`src/rtl/sort_oet_iter.sv`:
```
// Iterative odd-even transposition sorter: one compare-exchange phase per cycle,
// stable (equal keys never swap), valid/ready on both input and output.
module sort_oet_iter #(
    parameter int NUM         = 8,
    parameter int DATA_WIDTH  = 8,
    parameter int LABEL_WIDTH = 3,
    parameter int SIGNED      = 0,
    parameter int ASCENDING   = 1,
    parameter int EARLY_EXIT  = 0
) (
    input  logic                         clk,
    input  logic                         rst,
    input  logic                         x_valid,
    output logic                         x_ready,
    input  logic [NUM*DATA_WIDTH-1:0]    x_data,
    input  logic [NUM*LABEL_WIDTH-1:0]   x_label,
    output logic                         y_valid,
    input  logic                         y_ready,
    output logic [NUM*DATA_WIDTH-1:0]    y_data,
    output logic [NUM*LABEL_WIDTH-1:0]   y_label,
    output logic                         busy,
    output logic [1:0]                   state_dbg
);
    // Handshake: a transfer happens on a rising edge where valid and ready are both high;
    // x_ready is high only in IDLE (and low during reset), y_valid only in DONE, where
    // y_data/y_label are held until the transfer.
    localparam int KW = $clog2(NUM + 1);

    typedef enum logic [1:0] {IDLE = 2'd0, SORT = 2'd1, DONE = 2'd2} state_t;

    state_t                 state_q, state_d;
    logic [KW-1:0]          k_q, k_d;
    logic                   prev_q, prev_d;
    logic [DATA_WIDTH-1:0]  key_q [NUM];
    logic [DATA_WIDTH-1:0]  key_s [NUM];
    logic [LABEL_WIDTH-1:0] lab_q [NUM];
    logic [LABEL_WIDTH-1:0] lab_s [NUM];
    logic                   any_swap;

    function automatic logic out_of_order(input logic [DATA_WIDTH-1:0] a,
                                          input logic [DATA_WIDTH-1:0] b);
        logic gt_ab;
        logic gt_ba;
        if (SIGNED != 0) begin
            gt_ab = $signed(a) > $signed(b);
            gt_ba = $signed(b) > $signed(a);
        end else begin
            gt_ab = a > b;
            gt_ba = b > a;
        end
        return (ASCENDING != 0) ? gt_ab : gt_ba;
    endfunction

    // Pairs of one phase are disjoint, so every pair reads the registered lanes.
    always_comb begin
        any_swap = 1'b0;
        for (int i = 0; i < NUM; i++) begin
            key_s[i] = key_q[i];
            lab_s[i] = lab_q[i];
        end
        for (int i = 0; i < NUM - 1; i++) begin
            if ((i % 2) == int'(k_q[0]) && out_of_order(key_q[i], key_q[i+1])) begin
                key_s[i]   = key_q[i+1];
                key_s[i+1] = key_q[i];
                lab_s[i]   = lab_q[i+1];
                lab_s[i+1] = lab_q[i];
                any_swap   = 1'b1;
            end
        end
    end

    always_comb begin
        state_d = state_q;
        k_d     = k_q;
        prev_d  = prev_q;
        case (state_q)
            IDLE: begin
                if (x_valid) begin
                    state_d = SORT;
                    k_d     = '0;
                    prev_d  = 1'b0;
                end
            end
            SORT: begin
                if (k_q == KW'(NUM - 1)) begin
                    state_d = DONE;
                end else if (EARLY_EXIT != 0 && k_q != '0 && !any_swap && prev_q) begin
                    state_d = DONE;
                end else begin
                    k_d    = k_q + KW'(1);
                    prev_d = !any_swap;
                end
            end
            DONE: begin
                if (y_ready) state_d = IDLE;
            end
            default: state_d = IDLE;
        endcase
    end

    always_ff @(posedge clk) begin
        if (rst) begin
            state_q <= IDLE;
            k_q     <= '0;
            prev_q  <= 1'b0;
        end else begin
            state_q <= state_d;
            k_q     <= k_d;
            prev_q  <= prev_d;
        end
    end

    always_ff @(posedge clk) begin
        if (rst) begin
            for (int i = 0; i < NUM; i++) begin
                key_q[i] <= '0;
                lab_q[i] <= '0;
            end
        end else if (state_q == IDLE && x_valid) begin
            for (int i = 0; i < NUM; i++) begin
                key_q[i] <= x_data[i*DATA_WIDTH +: DATA_WIDTH];
                lab_q[i] <= x_label[i*LABEL_WIDTH +: LABEL_WIDTH];
            end
        end else if (state_q == SORT) begin
            for (int i = 0; i < NUM; i++) begin
                key_q[i] <= key_s[i];
                lab_q[i] <= lab_s[i];
            end
        end
    end

    always_comb begin
        y_data  = '0;
        y_label = '0;
        for (int i = 0; i < NUM; i++) begin
            y_data[i*DATA_WIDTH +: DATA_WIDTH]    = key_q[i];
            y_label[i*LABEL_WIDTH +: LABEL_WIDTH] = lab_q[i];
        end
    end

    assign x_ready   = (state_q == IDLE) && !rst;
    assign y_valid   = (state_q == DONE);
    assign busy      = (state_q != IDLE);
    assign state_dbg = state_q;
endmodule

```
`config.mk`:
```
export PLATFORM = sky130hd
export DESIGN_NAME = sort_oet_iter
export DESIGN_NICKNAME = d
export VERILOG_FILES = /design/src/rtl/sort_oet_iter.sv
export SDC_FILE = /design/constraint.sdc
export NUM_CORES = 1
export LEC_CHECK = 0
export ABC_AREA = 1
export BUFFER_PORTS_ARGS = -buffer_cell sky130_fd_sc_hd__clkbuf_2
export CAP_MARGIN = 10
export CORE_MARGIN = 1
export CORE_UTILIZATION = 50
export DETAILED_ROUTE_END_ITERATION = 8
export PLACE_DENSITY = 0.81
export SETUP_SLACK_MARGIN = 0.3
export SLEW_MARGIN = 10
export SYNTH_ARGS = -nofsm -noshare
export SYNTH_HDL_FRONTEND = slang
export SYNTH_SLANG_ARGS = --single-unit
```
`constraint.sdc`:
```
create_clock -name clk -period 3.5 [get_ports clk]
set_input_delay 0.175 -clock clk [delete_from_list [all_inputs] [get_ports clk]]
set_output_delay 0.175 -clock clk [all_outputs]
set_load 0.02 [all_outputs]
```
==> run_results.csv, run 1 <==
group,metric,value,unit
drt,drt_iter0_markers,753,
timing,hold_violations,0,
global_routing,grt_pass1_wl,31860,µm
synthesis,yosysWarnings,0,
synthesis,avgSynthCellArea,7.594,µm²
synthesis,synth.net_count,1039,
layout,area_delta_synth_final,18.83,%
drt,wire_per_inst,16.32,µm
global_routing,antenna_found_initial,0,
cts,ctsResizeCount,0,
floorplan,row_count,42,
floorplan,dieArea,13990,µm²
worst_setup_path,path_max_fanout,12,
synthesis,synth_area,6759,µm²
drt,dr_total_vias,6888,
synthesis,syn_inst,890,
floorplan,initial_core_util,51.24,%
synthesis,synth-compound-area-share,7.516,%
worst_setup_path,required,3720,ps
drt,detail_route.vias_per_cell,5.600,
cts,clk_pin_slew,60,ps
power,power_density,520.2,nW/µm²
worst_setup_path,worstSetupStartpointType,"flip-flop",
synthesis,synth_top_area_share,39.10,%
global_routing,grt_max_degree,62,
cts,htree_levels,3,
placed_design,globalplace.congestion,0.8925,
timing,worstMarginPinSlew,881.9,ps
synthesis,muxShareOfSynthArea,0,%
timing,slew_headroom,41.07,%
synthesis,ys_ff_latch,94,
timing,drv_slew,0,
timing,timing.clock.skew,4.444,ps
cts,hold_buffers,0,
outcome,status,"complete, no violations",
run,cap_violations,0,
cts,cts_tree,"done",
synthesis,post-synth-top-count-cell,"nand2_1",
synthesis,ys_seq_area_share,40.87,%
placed_design,post-dp-hpwl,15200,µm
cts,cts.path.max_buffers,2,
cts,root_buffer,"clkbuf_16",
synthesis,ys_types,29,
floorplan,io_pins,185,
floorplan,die_h,118.3,µm
synthesis,synth-simple-area-share,31.73,%
timing,rsz0062_at_grt,"no",
synthesis,synth_edf_count,88,
worst_setup_path,arrival,2840,ps
placed_design,io_buffers,184,
worst_setup_path,crit_type,"flip-flop to flip-flop",
worst_hold_path,hp-class,"input pin to flip-flop",
timing,setup_tns,0,ps
synthesis,synth_fa_ha_area_share,10.55,%
power,power_leakage,4.001,nW
synthesis,synth_top_family_by_area,"simple AND/OR/NAND/NOR gates",
global_routing,grt_overflow,0,
layout,antennaDiodeCount,0,
drt,drtPass1Iterations,5,
drt,routed_wl,20070,µm
drt,drc_errors,0,
drt,ant_nets,0,
synthesis,synth_xor_area_share,0,%
layout,layout.nets,1200,
cts,cts_setup_buffers,0,
layout,fillCellCount,1165,
timing,finalSetupViolCount,0,
cts,cts_sinks,94,
floorplan,core_area,13190,µm²
timing,fin_crit_sh,74.87,%
synthesis,yosysTopAreaCell,"edfxtp_1",
cts,cts_buffers,9,
power,ir_drop,0.3455,mV
global_routing,grt_pass1_vias,6398,
synthesis,synthArstFlopShare,0,%
synthesis,synthTopCellsByArea,"edfxtp_1 (39%), nand2_1 (14%), ha_1 (11%), nand3_1 (7.4%), inv_1 (5.5%)",
power,finalPower,4.178,mW
timing,period_minus_slack,2620,ps
timing,maxClockFrequency,381.6,MHz
floorplan,fp.dieW,118.3,µm
synthesis,synth-main-ff-cell,"edfxtp_1",
cts,clkLatencyLatePin,340,ps
layout,drive_above_1_share,21.06,%
global_routing,grt_use_total,29.00,%
synthesis,netlist_top_cells_count,"nand2_1 (261), nand3_1 (100), inv_1 (99)",
worst_setup_path,cp-end-kind,"flip-flop",
-- cell families (layout without fill, tap and decap cells) --
kind of cell / Yosys count / count (layout)
buf+inv: 151 / 315
simple gates: 496 / 496
fa+ha+maj: 57 / 57
flops: 94 / 94
compound gates: 92 / 92
-- where the power goes --
| part | switching (mW) | leakage, nW | internal [mW] |
|---|---|---|---|
| clock network | 0.410 | 0.123 | 0.470 |
| registers | 0.226 | 1.00 | 1.46 |
| logic | 1.10 | 2.88 | 0.513 |
-- per-layer routing --
| metal | up-vias | global-route usage, % | wire length [µm] |
|---|---|---|---|
| met5 | - | 0 | 0 |
| met4 | 0 | 11.54 | 651 |
| met3 | 62 | 6.805 | 1926 |
| met2 | 389 | 45.55 | 9135 |
| met1 | 3136 | 38.59 | 8360 |
| li1 | 3301 | - | - |
-- final timing paths --
kind,cells past startpoint,from,end,slack (ps)
setup / recovery,11,key_q[0][17]$_SDFFCE_PN0P_,key_q[0][20]$_SDFFCE_PN0P_,880
setup reg to reg,11,key_q[0][17]$_SDFFCE_PN0P_,key_q[0][20]$_SDFFCE_PN0P_,880
hold reg to reg,2,k_q[3]$_SDFFE_PP0P_,k_q[3]$_SDFFE_PP0P_,470
hold / removal,2,y_ready,state_dbg[1]$_SDFFE_PP0P_,50
-- registers in the layout, summed over array words and instances, names as in the netlist --
name       cells
k_q            4
key_q         64
lab_q         24
state_dbg      2
-- worst max-delay path, cell delays in order (launching register included) --
cell      delay [ps]
edfxtp_1         480
ha_1             340
inv_1             40
o21bai_1         120
nand2_1           60
nand2_1           70
nand2_1           50
nand2_1          300
nand2_1          160
nor2_1           650
nand2_1          110
nand2_1          110
-- per-stage QoR --
stage          area [µm²]  instances  util (%)  hold slack (ps)  worst slack [ps]
3_3_place_gp         7785       1216     59.02            414.5              1104
5_1_grt              8031       1230     60.89            46.37             690.0
2_1_floorplan        6759        890         -            289.5             950.5
6_report             8031       1230     60.89            46.07             879.6
3_5_place_dp         7785       1216     59.02            401.0              1025
4_1_cts              8031       1230     60.89            39.09             981.5
-- placed cells by master, fill, tap and decap left out, types with 3 or more instances in the layout --
| cell type | synthesis | routed |
|---|---|---|
| nand2_1 | 261 | 261 |
| clkbuf_2 | 0 | 184 |
| nand3_1 | 100 | 100 |
| inv_1 | 99 | 99 |
| edfxtp_1 | 88 | 88 |
| nor2_1 | 78 | 77 |
| ha_1 | 57 | 57 |
| a21oi_1 | 51 | 51 |
| nand4_1 | 44 | 44 |
| o21ai_0 | 27 | 27 |
| buf_4 | 4 | 14 |
| clkbuf_16 | 0 | 9 |
| nand3b_1 | 6 | 6 |
| dfxtp_1 | 6 | 6 |
| o21a_1 | 5 | 5 |
| inv_2 | 3 | 3 |
| o21bai_1 | 3 | 3 |
-- area by class of cell --
| type | count | area, µm² | area share (%) |
|---|---|---|---|
| inverters | 102 | 382.9 | 4.767 |
| clock buffers | 11 | 232.7 | 2.898 |
| flip-flops and latches | 94 | 2763 | 34.40 |
| multi-input cells | 645 | 3373 | 42.00 |
| clock inverters | 3 | 13.76 | 0.1714 |
| well taps | 176 | 220.2 | 2.742 |
| repair buffers | 199 | 1046 | 13.02 |
No activity file was read; power rests on OpenSTA's default activity.
==> inputs of run 2 (changes only) <==
- CORE_UTILIZATION: 50 -> 49
- PLACE_DENSITY: 0.81 -> 0.82
- clock period: 3.5 -> 2.1 ns (I/O delays scaled with it)
==> run 2 against run 1 <==
The run now ends with setup timing left. Register-to-register slack got worse by 1100 ps. Combinational power rose to 3.2 times the previous value. Clock power rose by 73%. Flip-flop and latch count did not move. Sequential power rose by 67%. Clock skew rose by 3.6 ps. Final area rose by 29%. First-iteration DRC count rose by 120%. Critical path depth did not move. Cell count rose by 11%. Core utilization rose by 17 points. Routed wire length rose by 56%.
==> run_results.csv, run 2 (same netlist as run 1, synthesis figures left out) <==
group,metric,value,unit
worst_hold_path,hp-class,"input pin to flip-flop",
global_routing,grt_pass1_vias,7056,
worst_setup_path,r2r_cells,11,
worst_setup_path,required,2190,ps
layout,fillCellCount,746,
worst_setup_path,cpLargestDelayFamily,"simple AND/OR/NAND/NOR gates",
worst_setup_path,critical_path_buf_inv_count,4,
power,power_density,918.6,nW/µm²
worst_setup_path,cp_slowest_cell,"edfxtp_1",
worst_setup_path,cp_common_cell,"buf_4",
cts,cts.path.max_buffers,2,
timing,worst_slack,-205.8,ps
timing,timing.clock.skew,8.062,ps
timing,slew_headroom,63.11,%
layout,antennaDiodeCount,0,
layout,area_delta_synth_final,53.30,%
drt,detail_route.vias_per_cell,6.444,
drt,drtPass1Iterations,6,
worst_setup_path,critPathLaunch,"key_q[1][19]$_DFFE_PP_",
placed_design,io_buffers,184,
worst_setup_path,r2r-end,"key_q[1][10]$_DFFE_PP_",
worst_setup_path,arrival,2400,ps
layout,largest_reg_flops,64,
global_routing,grt_pass1_wl,34670,µm
cts,htree_levels,3,
placed_design,post-dp-hpwl,15520,µm
drt,routed_wl,31250,µm
worst_setup_path,path_max_fanout,6,
cts,clk_pin_slew,70,ps
drt,dr_total_vias,8770,
global_routing,grt_max_degree,41,
floorplan,dieArea,14270,µm²
timing,maxClockFrequency,433.7,MHz
global_routing,antenna_found_initial,0,
floorplan,row_count,42,
timing,period_minus_slack,2306,ps
layout,final_cell_mix,"nand2_1 (212), clkbuf_2 (184), buf_4 (92), edfxtp_1 (88), nand3_1 (71)",
floorplan,initial_core_util,50.64,%
cts,root_buffer,"clkbuf_16",
layout,seq_area,2764,µm²
drt,drc_errors,0,
worst_setup_path,worstSetupStartpointType,"flip-flop",
timing,hold_violations,0,
cts,cts_tree,"done",
timing,rsz0062_at_grt,"yes",
floorplan,io_pins,185,
layout,fin_util,77.62,%
outcome,status,"complete, but fails checks",
layout,final_common_cell,"nand2_1",
floorplan,fp.dieW,119.4,µm
layout,largest-register,"key_q",
worst_setup_path,path_cells,"buf_6 -> inv_1 -> ha_4 -> a21oi_1 -> nand2_1 -> nand2_2 -> nand2_4 -> buf_4 -> buf_4 -> nand4_1 -> nand3_1",
worst_setup_path,rrSetupSlack,-210,ps
placed_design,globalplace.congestion,0.8976,
outcome,failed_checks,"setup timing",
global_routing,grt_use_total,31.30,%
timing,drv_slew,0,
timing,timing.hold.ws,23.18,ps
global_routing,grt_overflow,0,
layout,drive_above_1_share,44.14,%
worst_setup_path,cp-end-kind,"flip-flop",
timing,fin_crit_sh,109.8,%
layout,multi_input_area,4410,µm²
timing,finalSetupViolCount,65,
layout,final_area,10360,µm²
cts,cts_buffers,9,
worst_setup_path,rr_startpoint,"key_q[1][19]$_DFFE_PP_",
run,cap_violations,0,
drt,wire_per_inst,22.96,µm
worst_setup_path,worstSetupEndpoint,"key_q[1][10]$_DFFE_PP_",
drt,drt_iter0_markers,1639,
layout,layout.nets,1330,
cts,cts_sinks,94,
drt,ant_nets,0,
floorplan,die_h,119.4,µm
timing,worstMarginPinSlew,553.4,ps
worst_setup_path,critPathMaxStageDelay,410,ps
cts,clkLatencyLatePin,360,ps
worst_setup_path,cp.depth,11,
power,ir_drop,0.6214,mV
floorplan,core_area,13350,µm²
layout,reg_top3,"key_q (64), lab_q (24), k_q (4)",
placed_design,place_area,8117,µm²
power,power_leakage,4.842,nW
worst_setup_path,crit_type,"flip-flop to flip-flop",
-- run 2: tightest hold or removal path, stage by stage --
cell,delay (ps)
clkbuf_2,70
nand2_1,40
nand2_1,50
-- run 2: how the worst min path moves through the flow --
stage | start | end | slack [ps] | depth (start not counted)
5_1_grt | x_label[19] | lab_q[1][7]$_DFFE_PP_ | 30 | 3
3_5_place_dp | y_ready | state_dbg[1]$_SDFFE_PP0P_ | 330 | 2
6_report | x_label[19] | lab_q[1][7]$_DFFE_PP_ | 20 | 3
2_1_floorplan | y_ready | state_dbg[1]$_SDFFE_PP0P_ | 220 | 1
3_3_place_gp | y_ready | state_dbg[1]$_SDFFE_PP0P_ | 320 | 2
4_1_cts | x_label[19] | lab_q[1][7]$_DFFE_PP_ | 20 | 3
-- run 2: final cells by class --
cell class	count	area share (%)
multi-input combinational	650	42.57
sequential	94	26.68
timing repair buffer	321	22.03
inverter	102	3.985
clock buffer	12	2.282
tap	176	2.125
timing repair inverter	3	0.2174
clock inverter	3	0.1208
-- run 2: layer usage --
| metal | global-route usage (%) | share of wire (%) | vias up |
|---|---|---|---|
| met5 | 0 | 0 | - |
| met4 | 14.92 | 9.7 | 0 |
| met3 | 6.082 | 13 | 326 |
| met2 | 52.96 | 44 | 917 |
| met1 | 38.11 | 33 | 3942 |
| li1 | - | - | 3585 |
-- run 2: metrics by stage --
step | std cells | power (mW) | setup slack, ps | TNS, ps
finish | 1361 | 9.518 | -205.8 | -3723
global route | 1361 | 9.792 | -200.2 | -7661
CTS | 1295 | 7.529 | 154.4 | 0
detailed placement | 1240 | 5.720 | -75.18 | -790.8
global placement | 1240 | 5.632 | -16.96 | -126.3
floorplan | 890 | 4.723 | 135.3 | 0
-- run 2: power by group --
part           internal, mW  switching (mW)  total [mW]
sequential             2.42           0.384        2.81
clock                 0.790           0.728        1.52
combinational          2.12            3.07        5.19
-- run 2: what timing repair did --
item	in CTS	in global routing
gates resized for setup	27	220
pin swaps	13	106
gates cloned	8	12
buffers inserted	31	54
hold buffers	1	0
endpoints found under the hold margin	1	0
endpoints found under the setup margin	165	166
